$ cat config.mk
export PLATFORM = sky130hd
export DESIGN_NAME = fetch_pipe_ctrl
export DESIGN_NICKNAME = d
export VERILOG_FILES = /design/src/rtl/y86_pkg.sv /design/src/rtl/hazard_detect.sv /design/src/rtl/fetch_pipe_ctrl.sv
export SDC_FILE = /design/constraint.sdc
export NUM_CORES = 1
export LEC_CHECK = 0
export ABC_AREA = 0
export ABC_CLOCK_PERIOD_IN_PS = 4400
export BUFFER_PORTS_ARGS = -buffer_cell sky130_fd_sc_hd__buf_2
export CORE_AREA = 2 2 141 143
export CTS_BUF_LIST = sky130_fd_sc_hd__clkbuf_8
export DETAILED_ROUTE_END_ITERATION = 6
export DIE_AREA = 0 0 143 145
export GPL_ROUTABILITY_DRIVEN = 0
export PLACE_DENSITY = 0.6
export SKIP_LAST_GASP = 1
export SLEW_MARGIN = 15
export SYNTH_ARGS = -nofsm -noshare
export SYNTH_HDL_FRONTEND = slang
export SYNTH_SLANG_ARGS = --single-unit
export TNS_END_PERCENT = 30
$ cat constraint.sdc
create_clock -name clk -period 4.4 [get_ports clk]
set_input_delay 0.66 -clock clk [delete_from_list [all_inputs] [get_ports clk]]
set_output_delay 0.66 -clock clk [all_outputs]
set_load 0.005 [all_outputs]
$ cat src/rtl/y86_pkg.sv
// Shared Y86-64 encodings and the fetch controller state type.
package y86_pkg;

    localparam logic [3:0] IHALT   = 4'h0;
    localparam logic [3:0] INOP    = 4'h1;
    localparam logic [3:0] ICMOVXX = 4'h2;
    localparam logic [3:0] IIRMOVQ = 4'h3;
    localparam logic [3:0] IRMMOVQ = 4'h4;
    localparam logic [3:0] IMRMOVQ = 4'h5;
    localparam logic [3:0] IOPQ    = 4'h6;
    localparam logic [3:0] IJXX    = 4'h7;
    localparam logic [3:0] ICALL   = 4'h8;
    localparam logic [3:0] IRET    = 4'h9;
    localparam logic [3:0] IPUSHQ  = 4'hA;
    localparam logic [3:0] IPOPQ   = 4'hB;

    localparam logic [2:0] SAOK = 3'd1;
    localparam logic [2:0] SHLT = 3'd2;
    localparam logic [2:0] SADR = 3'd3;
    localparam logic [2:0] SINS = 3'd4;

    localparam logic [3:0] RNONE = 4'hF;

    typedef enum logic {
        RUN    = 1'b0,
        HALTED = 1'b1
    } state_e;

    function automatic logic stat_is_exc(input logic [2:0] stat);
        return (stat == SADR) || (stat == SINS) || (stat == SHLT);
    endfunction

endpackage

$ cat src/rtl/hazard_detect.sv
// Combinational hazard terms for the fetch/pipeline controller.
module hazard_detect
    import y86_pkg::*;
(
    input  logic [3:0] D_icode,
    input  logic [3:0] d_srcA,
    input  logic [3:0] d_srcB,
    input  logic [3:0] E_icode,
    input  logic [3:0] E_dstM,
    input  logic       e_Cnd,
    input  logic [3:0] M_icode,
    input  logic [2:0] m_stat,
    input  logic [2:0] W_stat,
    output logic       load_use,
    output logic       ret_pend,
    output logic       mispred,
    output logic       exc
);

    logic e_is_load;

    assign e_is_load = (E_icode == IMRMOVQ) || (E_icode == IPOPQ);
    assign load_use  = e_is_load && (E_dstM != RNONE) &&
                       ((E_dstM == d_srcA) || (E_dstM == d_srcB));
    assign ret_pend  = (D_icode == IRET) || (E_icode == IRET) || (M_icode == IRET);
    assign mispred   = (E_icode == IJXX) && !e_Cnd;
    assign exc       = stat_is_exc(m_stat) || stat_is_exc(W_stat);

endmodule

$ cat src/rtl/fetch_pipe_ctrl.sv
// Y86-64 fetch PC sequencer and pipeline stall/bubble controller.
// Optional performance counters enabled by FETCH_PIPE_CTRL_PERF_EN.
module fetch_pipe_ctrl
    import y86_pkg::*;
#(
    parameter int              PC_W     = 64,
    parameter logic [PC_W-1:0] RESET_PC = '0,
    parameter int              CNT_W    = 32
) (
    input  logic            clk,
    input  logic            rst,
    input  logic [PC_W-1:0] predPC,
    input  logic [3:0]      D_icode,
    input  logic [3:0]      d_srcA,
    input  logic [3:0]      d_srcB,
    input  logic [3:0]      E_icode,
    input  logic [3:0]      E_dstM,
    input  logic            e_Cnd,
    input  logic [3:0]      M_icode,
    input  logic            M_Cnd,
    input  logic [PC_W-1:0] M_valA,
    input  logic [2:0]      m_stat,
    input  logic [3:0]      W_icode,
    input  logic [PC_W-1:0] W_valM,
    input  logic [2:0]      W_stat,
`ifdef FETCH_PIPE_CTRL_PERF_EN
    output logic [CNT_W-1:0] stall_cnt,
    output logic [CNT_W-1:0] mispred_cnt,
    output logic [CNT_W-1:0] ret_cnt,
`endif
    output logic [PC_W-1:0] f_pc,
    output logic [PC_W-1:0] F_predPC,
    output logic            F_stall,
    output logic            D_stall,
    output logic            D_bubble,
    output logic            E_bubble,
    output logic            M_bubble,
    output logic            W_stall,
    output logic            halted
);

    logic            load_use;
    logic            ret_pend;
    logic            mispred;
    logic            exc;
    state_e          state_q;
    logic            halted_q;
    logic [PC_W-1:0] pred_pc_q;
    logic [PC_W-1:0] pred_pc_d;

    hazard_detect u_hazard_detect (
        .D_icode  (D_icode),
        .d_srcA   (d_srcA),
        .d_srcB   (d_srcB),
        .E_icode  (E_icode),
        .E_dstM   (E_dstM),
        .e_Cnd    (e_Cnd),
        .M_icode  (M_icode),
        .m_stat   (m_stat),
        .W_stat   (W_stat),
        .load_use (load_use),
        .ret_pend (ret_pend),
        .mispred  (mispred),
        .exc      (exc)
    );

    // Redirects are suppressed during reset so nothing in flight leaks out.
    always_comb begin
        f_pc = pred_pc_q;
        if (!rst) begin
            if ((M_icode == IJXX) && !M_Cnd) begin
                f_pc = M_valA;
            end else if (W_icode == IRET) begin
                f_pc = W_valM;
            end
        end
    end

    always_comb begin
        F_stall  = 1'b0;
        D_stall  = 1'b0;
        D_bubble = 1'b0;
        E_bubble = 1'b0;
        M_bubble = 1'b0;
        W_stall  = 1'b0;
        if (!rst) begin
            if (state_q == HALTED) begin
                F_stall  = 1'b1;
                D_stall  = 1'b1;
                E_bubble = 1'b1;
                M_bubble = 1'b1;
                W_stall  = 1'b1;
            end else begin
                F_stall  = load_use || ret_pend;
                D_stall  = load_use;
                D_bubble = mispred || (ret_pend && !load_use);
                E_bubble = mispred || load_use;
                M_bubble = exc;
                W_stall  = (W_stat != SAOK);
            end
        end
    end

    assign pred_pc_d = F_stall ? pred_pc_q : predPC;

    always_ff @(posedge clk or posedge rst) begin
        if (rst) begin
            state_q   <= RUN;
            halted_q  <= 1'b0;
            pred_pc_q <= RESET_PC;
        end else begin
            case (state_q)
                RUN: begin
                    pred_pc_q <= pred_pc_d;
                    if (W_stat != SAOK) begin
                        state_q  <= HALTED;
                        halted_q <= 1'b1;
                    end
                end
                HALTED: begin
                    halted_q <= 1'b1;
                end
                default: begin
                    state_q <= HALTED;
                end
            endcase
        end
    end

    assign F_predPC = pred_pc_q;
    assign halted   = halted_q;

`ifdef FETCH_PIPE_CTRL_PERF_EN
    logic [CNT_W-1:0] stall_cnt_q;
    logic [CNT_W-1:0] mispred_cnt_q;
    logic [CNT_W-1:0] ret_cnt_q;

    always_ff @(posedge clk or posedge rst) begin
        if (rst) begin
            stall_cnt_q   <= '0;
            mispred_cnt_q <= '0;
            ret_cnt_q     <= '0;
        end else if (state_q == RUN) begin
            stall_cnt_q   <= stall_cnt_q   + {{(CNT_W-1){1'b0}}, F_stall};
            mispred_cnt_q <= mispred_cnt_q + {{(CNT_W-1){1'b0}}, mispred};
            ret_cnt_q     <= ret_cnt_q     + {{(CNT_W-1){1'b0}}, (W_icode == IRET)};
        end
    end

    assign stall_cnt   = stall_cnt_q;
    assign mispred_cnt = mispred_cnt_q;
    assign ret_cnt     = ret_cnt_q;
`else
    logic unused_cnt_w;
    assign unused_cnt_w = ^CNT_W;
`endif

endmodule

# [Word level (Yosys, flattened, before mapping)]
# Index checks and enable logic that the tools add are counted.
[word_totals] register_bits=66 input_bits=230 out_inout_bits=135
[op_classes] eq_ne=19 n_mux=19 bitwise_logic=2 reduce_logical=21
[op_table] cell="64-bit two-way mux" count=3
[op_table] cell="4-bit == test (second input constant)" count=5
[op_table] cell="1-bit two-way mux" count=15
[op_table] cell="3-bit by 2-bit == test with 1-bit output (second input constant)" count=4
[op_table] cell="4-bit by 3-bit == test with 1-bit output (second input constant)" count=3
[op_table] cell="1-bit logical OR" count=12
[op_table] cell="4-bit == test" count=2
[op_table] cell="3-bit == test (second input constant)" count=2
[op_table] cell="1-bit logical AND" count=5
[op_table] cell="4-bit != test (second input constant)" count=1
[op_table] cell="1-bit logical NOT" count=3
[op_table] cell="3-bit by 1-bit != test with 1-bit output (second input constant)" count=1
[op_table] cell="2-bit != test (second input constant)" count=1
[op_table] cell="1-bit inverter" count=2
[op_table] cell="1-bit case mux with 2 select lines" count=1
[op_table] cell="2-bit AND reduction" count=1

# [Depth between registers and ports, before layout]
[depth] word_depth=9 ltp_mapped=7 mapped_depth_nobuf=5

# [Cells and area by module]
# A second synthesis with hierarchy kept.
[unflattened] cells_unflattened=405 hier_area_um2=4207.8
[modules_own_cells] mod="fetch_pipe_ctrl" instances=1 cells_each=379 area_per_inst_um2=4006.3
[modules_own_cells] mod="hazard_detect" instances=1 cells_each=26 area_per_inst_um2=201.4

# [Least setup slack after synthesis]
# OpenSTA, ideal clock, no wires.
[synth_timing] path_type="input-to-output" start="in rst" end="out f_pc[10]" t_arrival_ps=3251 setup_slack_ps=489 path_stages=6 n_path_buf=2 cell_sequence="buf_2 -> inv_1 -> o21ai_1 -> clkbuf_1 -> nand2_1 -> o21ai_0"
[synth_via] elab_chain_len=1
[synth_rtl] element="from (decl)" line_no="fetch_pipe_ctrl.sv:11" text="input logic rst,"
[synth_rtl] element="64-bit two-way mux" line_no="fetch_pipe_ctrl.sv:70" text="if (!rst) begin"
[synth_rtl] element="to (decl)" line_no="fetch_pipe_ctrl.sv:31" text="output logic [PC_W-1:0] f_pc,"
# No other way between the ends.

# [Worst setup path in the final report]
[layout_timing] start="in W_icode[2]" end="out f_pc[52]"
[layout_via] elab_chain_len=4
[layout_rtl] element="from (decl)" line_no="fetch_pipe_ctrl.sv:23" text="input logic [3:0] W_icode,"
[layout_rtl] element="4-bit == test" line_no="fetch_pipe_ctrl.sv:73" text="end else if (W_icode == IRET) begin"
[layout_rtl] element="64-bit two-way mux" line_no="fetch_pipe_ctrl.sv:73"
[layout_rtl] element="64-bit two-way mux" line_no="fetch_pipe_ctrl.sv:71" text="if ((M_icode == IJXX) && !M_Cnd) begin"
[layout_rtl] element="64-bit two-way mux" line_no="fetch_pipe_ctrl.sv:70"
# No other way between the ends.

==> flow_metrics.py <==
metrics = {
    "status": {
        "outcome": "complete, no violations",
    },
    "setup_path": {
        "crit_path_start_kind": "input pin",
        "cp.arrival_ps": 3050,
        "r2r-start": "state_q$_DFF_PP0_",
        "rr_endpoint": "F_predPC[35]$_DFFE_PP0P_",
        "critPathMaxFanout": 40,
        "critPathRequiredTime_ps": 3740,
        "crit_path_end_kind": "primary output",
        "worstSetupPathType": "in2out",
        "reg2reg_depth": 3,
        "r2r_setup_slack_ps": 2230,
    },
    "floorplanning": {
        "die_area_mm2": 0.02074,
        "die_w_um": 143,
        "num_io_pins": 365,
        "start_util": 0.2199,
        "num_rows": 51,
        "coreArea_mm2": 0.01921,
        "die_height_um": 145,
    },
    "yosys": {
        "synth_area_leaders": "dfrtp_1, mux2_4, a22oi_1",
        "async_flop_share": 1.000,
        "ys_ff_latch": 66,
        "syn_inst": 402,
        "synth_edf_count": 0,
        "netlist.area_leader.share": 0.3910,
        "yosysTopAreaCell": "dfrtp_1",
        "synth_common_cells": "dfrtp_1, a22oi_1, nand2_1, o21ai_0, mux2_4",
        "yosysMostFrequentCell": "dfrtp_1",
        "ys.warnings.count": 0,
        "ys.flop_type": "dfrtp_1",
        "synth_area_per_cell_um2": 10.51,
        "ys_seq_area_frac": 0.3910,
        "synth_cell_types": 35,
        "synthesis.area_mm2": 0.004224,
        "syn_nets": 632,
    },
    "layout": {
        "antennaDiodeCount": 0,
        "final_nets": 980,
        "fin_util": 0.3358,
        "syn_to_final_growth_pct": 52.70,
        "seq_area_mm2": 0.001652,
        "fillers": 1982,
        "drive_gt1_frac": 0.6132,
        "multiInputGateArea_mm2": 0.002351,
    },
    "drt": {
        "ant_nets": 0,
        "via_count": 4588,
        "totalWireLength_um": 16130,
        "avgRoutedWirePerCell_um": 15.81,
        "drc": 0,
        "first_iter_violations": 191,
        "detail_route.first_pass.iterations": 4,
        "vias_per_cell": 4.498,
    },
    "clocking": {
        "cts_buffer_depth": 2,
        "clock_sinks": 66,
        "cts_made_buffers": 9,
        "clkSlewWorstSetupHoldPaths_ps": 80,
        "cts_resized": 0,
        "root_buffer": "clkbuf_8",
        "clock_latency_ps": 360,
        "cts_htree_levels": 3,
        "tritoncts": "built",
        "cts_setup_buffers": 0,
        "hold_buffers": 0,
    },
    "sta": {
        "maxSlewViolCount": 0,
        "slew_headroom": 0.3177,
        "min_period_ps": 3714,
        "setup_viol": 0,
        "rsz0062_at_grt": "no",
        "finalSetupTns_ps": 0,
        "fin_ws_ps": 685.9,
        "clock_skew_ps": 13.98,
        "min_period_over_period": 0.8441,
        "final-hold-violation-count": 0,
        "tightest_slew_ps": 1023,
        "max_freq_mhz": 269.2,
    },
    "pwr": {
        "p_leak_uw": 0.003454,
        "powerDensity_mw_per_mm2": 258.5,
        "ir_worst_vdd_uv": 96.51,
    },
    "place": {
        "port_buffers": 364,
        "dp_hpwl_um": 12220,
        "dp_slack_ps": 647.0,
    },
    "global_routing": {
        "grt_pass1_wl_um": 23780,
        "grt_pass1_vias": 4485,
        "antenna_found_initial": 0,
        "overflow": 0,
        "grt_max_degree": 71,
        "grt_usage": 0.1492,
    },
    "worst_hold_path": {
        "hold_class": "reg2reg",
        "min_from": "halted$_DFFE_PP0N_",
        "hold_depth": 1,
        "hold_end": "halted$_DFFE_PP0N_",
    },
    "flow_run": {
        "maxCapViolations": 0,
    },
}
sequential cells by signal, indices dropped and copies added (netlist names):
name,cells
F_predPC,64
halted,1
state_q,1
worst max path at each step:
stage,from,to,slack [ps],depth (start not counted)
6_report,W_icode[2],f_pc[52],690,7
5_1_grt,W_icode[2],f_pc[52],520,7
4_1_cts,W_icode[2],f_pc[52],640,7
3_5_place_dp,W_icode[2],f_pc[52],650,7
3_3_place_gp,W_icode[2],f_pc[52],670,7
2_1_floorplan,rst,f_pc[10],490,6
area by class of cell:
class                      instances  area share
multi-input combinational        298      0.3645
timing repair buffer             372      0.2956
sequential                        66      0.2561
tap                              265     0.05141
clock buffer                      10     0.02134
clock inverter                     6    0.009117
inverter                           3    0.001940
cell families after synthesis:
group,Yosys count,synth area share
AND/OR/NAND/NOR,87,0.1001
multiplexers,65,0.2263
buffers and inverters,38,0.05894
XOR/XNOR,8,0.01659
flip-flops,66,0.3910
AO/OA/AOI/OAI,138,0.2071
placed cells by master, fill, tap and decap left out, drive strengths merged, types with 2 or more instances in the layout:
cell and instances:
nand2 64, and4bb 4, clkinv 3, clkbuf 10, nor2b 2, a22oi 64, nor3b 2, inv 4
a21oi 5, xnor2 4, nor2 5, nor3 2, o21ai 65, dfrtp 66, mux2 64, buf 372
xor2 4, nand4 2
layer usage:
metal	part of all wire	track usage	routed length, um	vias to the layer above
met5	0	0	0	-
li1	-	-	-	2170
met2	0.50	0.2744	8110	271
met1	0.39	0.1675	6357	2123
met4	0.017	0.05198	275	0
met3	0.086	0.03168	1387	24
power by group:
group | leakage [uW] | switching [uW] | internal, uW | total [uW]
clock | 0.000105 | 241 | 273 | 514
sequential | 0.000777 | 51.6 | 662 | 713
combinational | 0.00257 | 184 | 256 | 440
total | 0.00345 | 476 | 1190 | 1670
stage by stage:
step	power (uW)	area (um^2)	cells	hold slack, ps
3_5_place_dp	1169	6254	1004	460.9
3_3_place_gp	1165	6254	1004	461.7
4_1_cts	1707	6450	1020	483.1
6_report	1667	6450	1020	477.2
2_1_floorplan	898.2	4224	402	459.0
5_1_grt	1781	6450	1020	495.6
critical path, cell delays in order:
cell and delay [ps]:
buf_2 100, nor4bb_1 640, nor2b_4 720, buf_12 310
a22oi_1 90, o21ai_0 330, buf_2 190
Power figures use the tool's default switching activity.
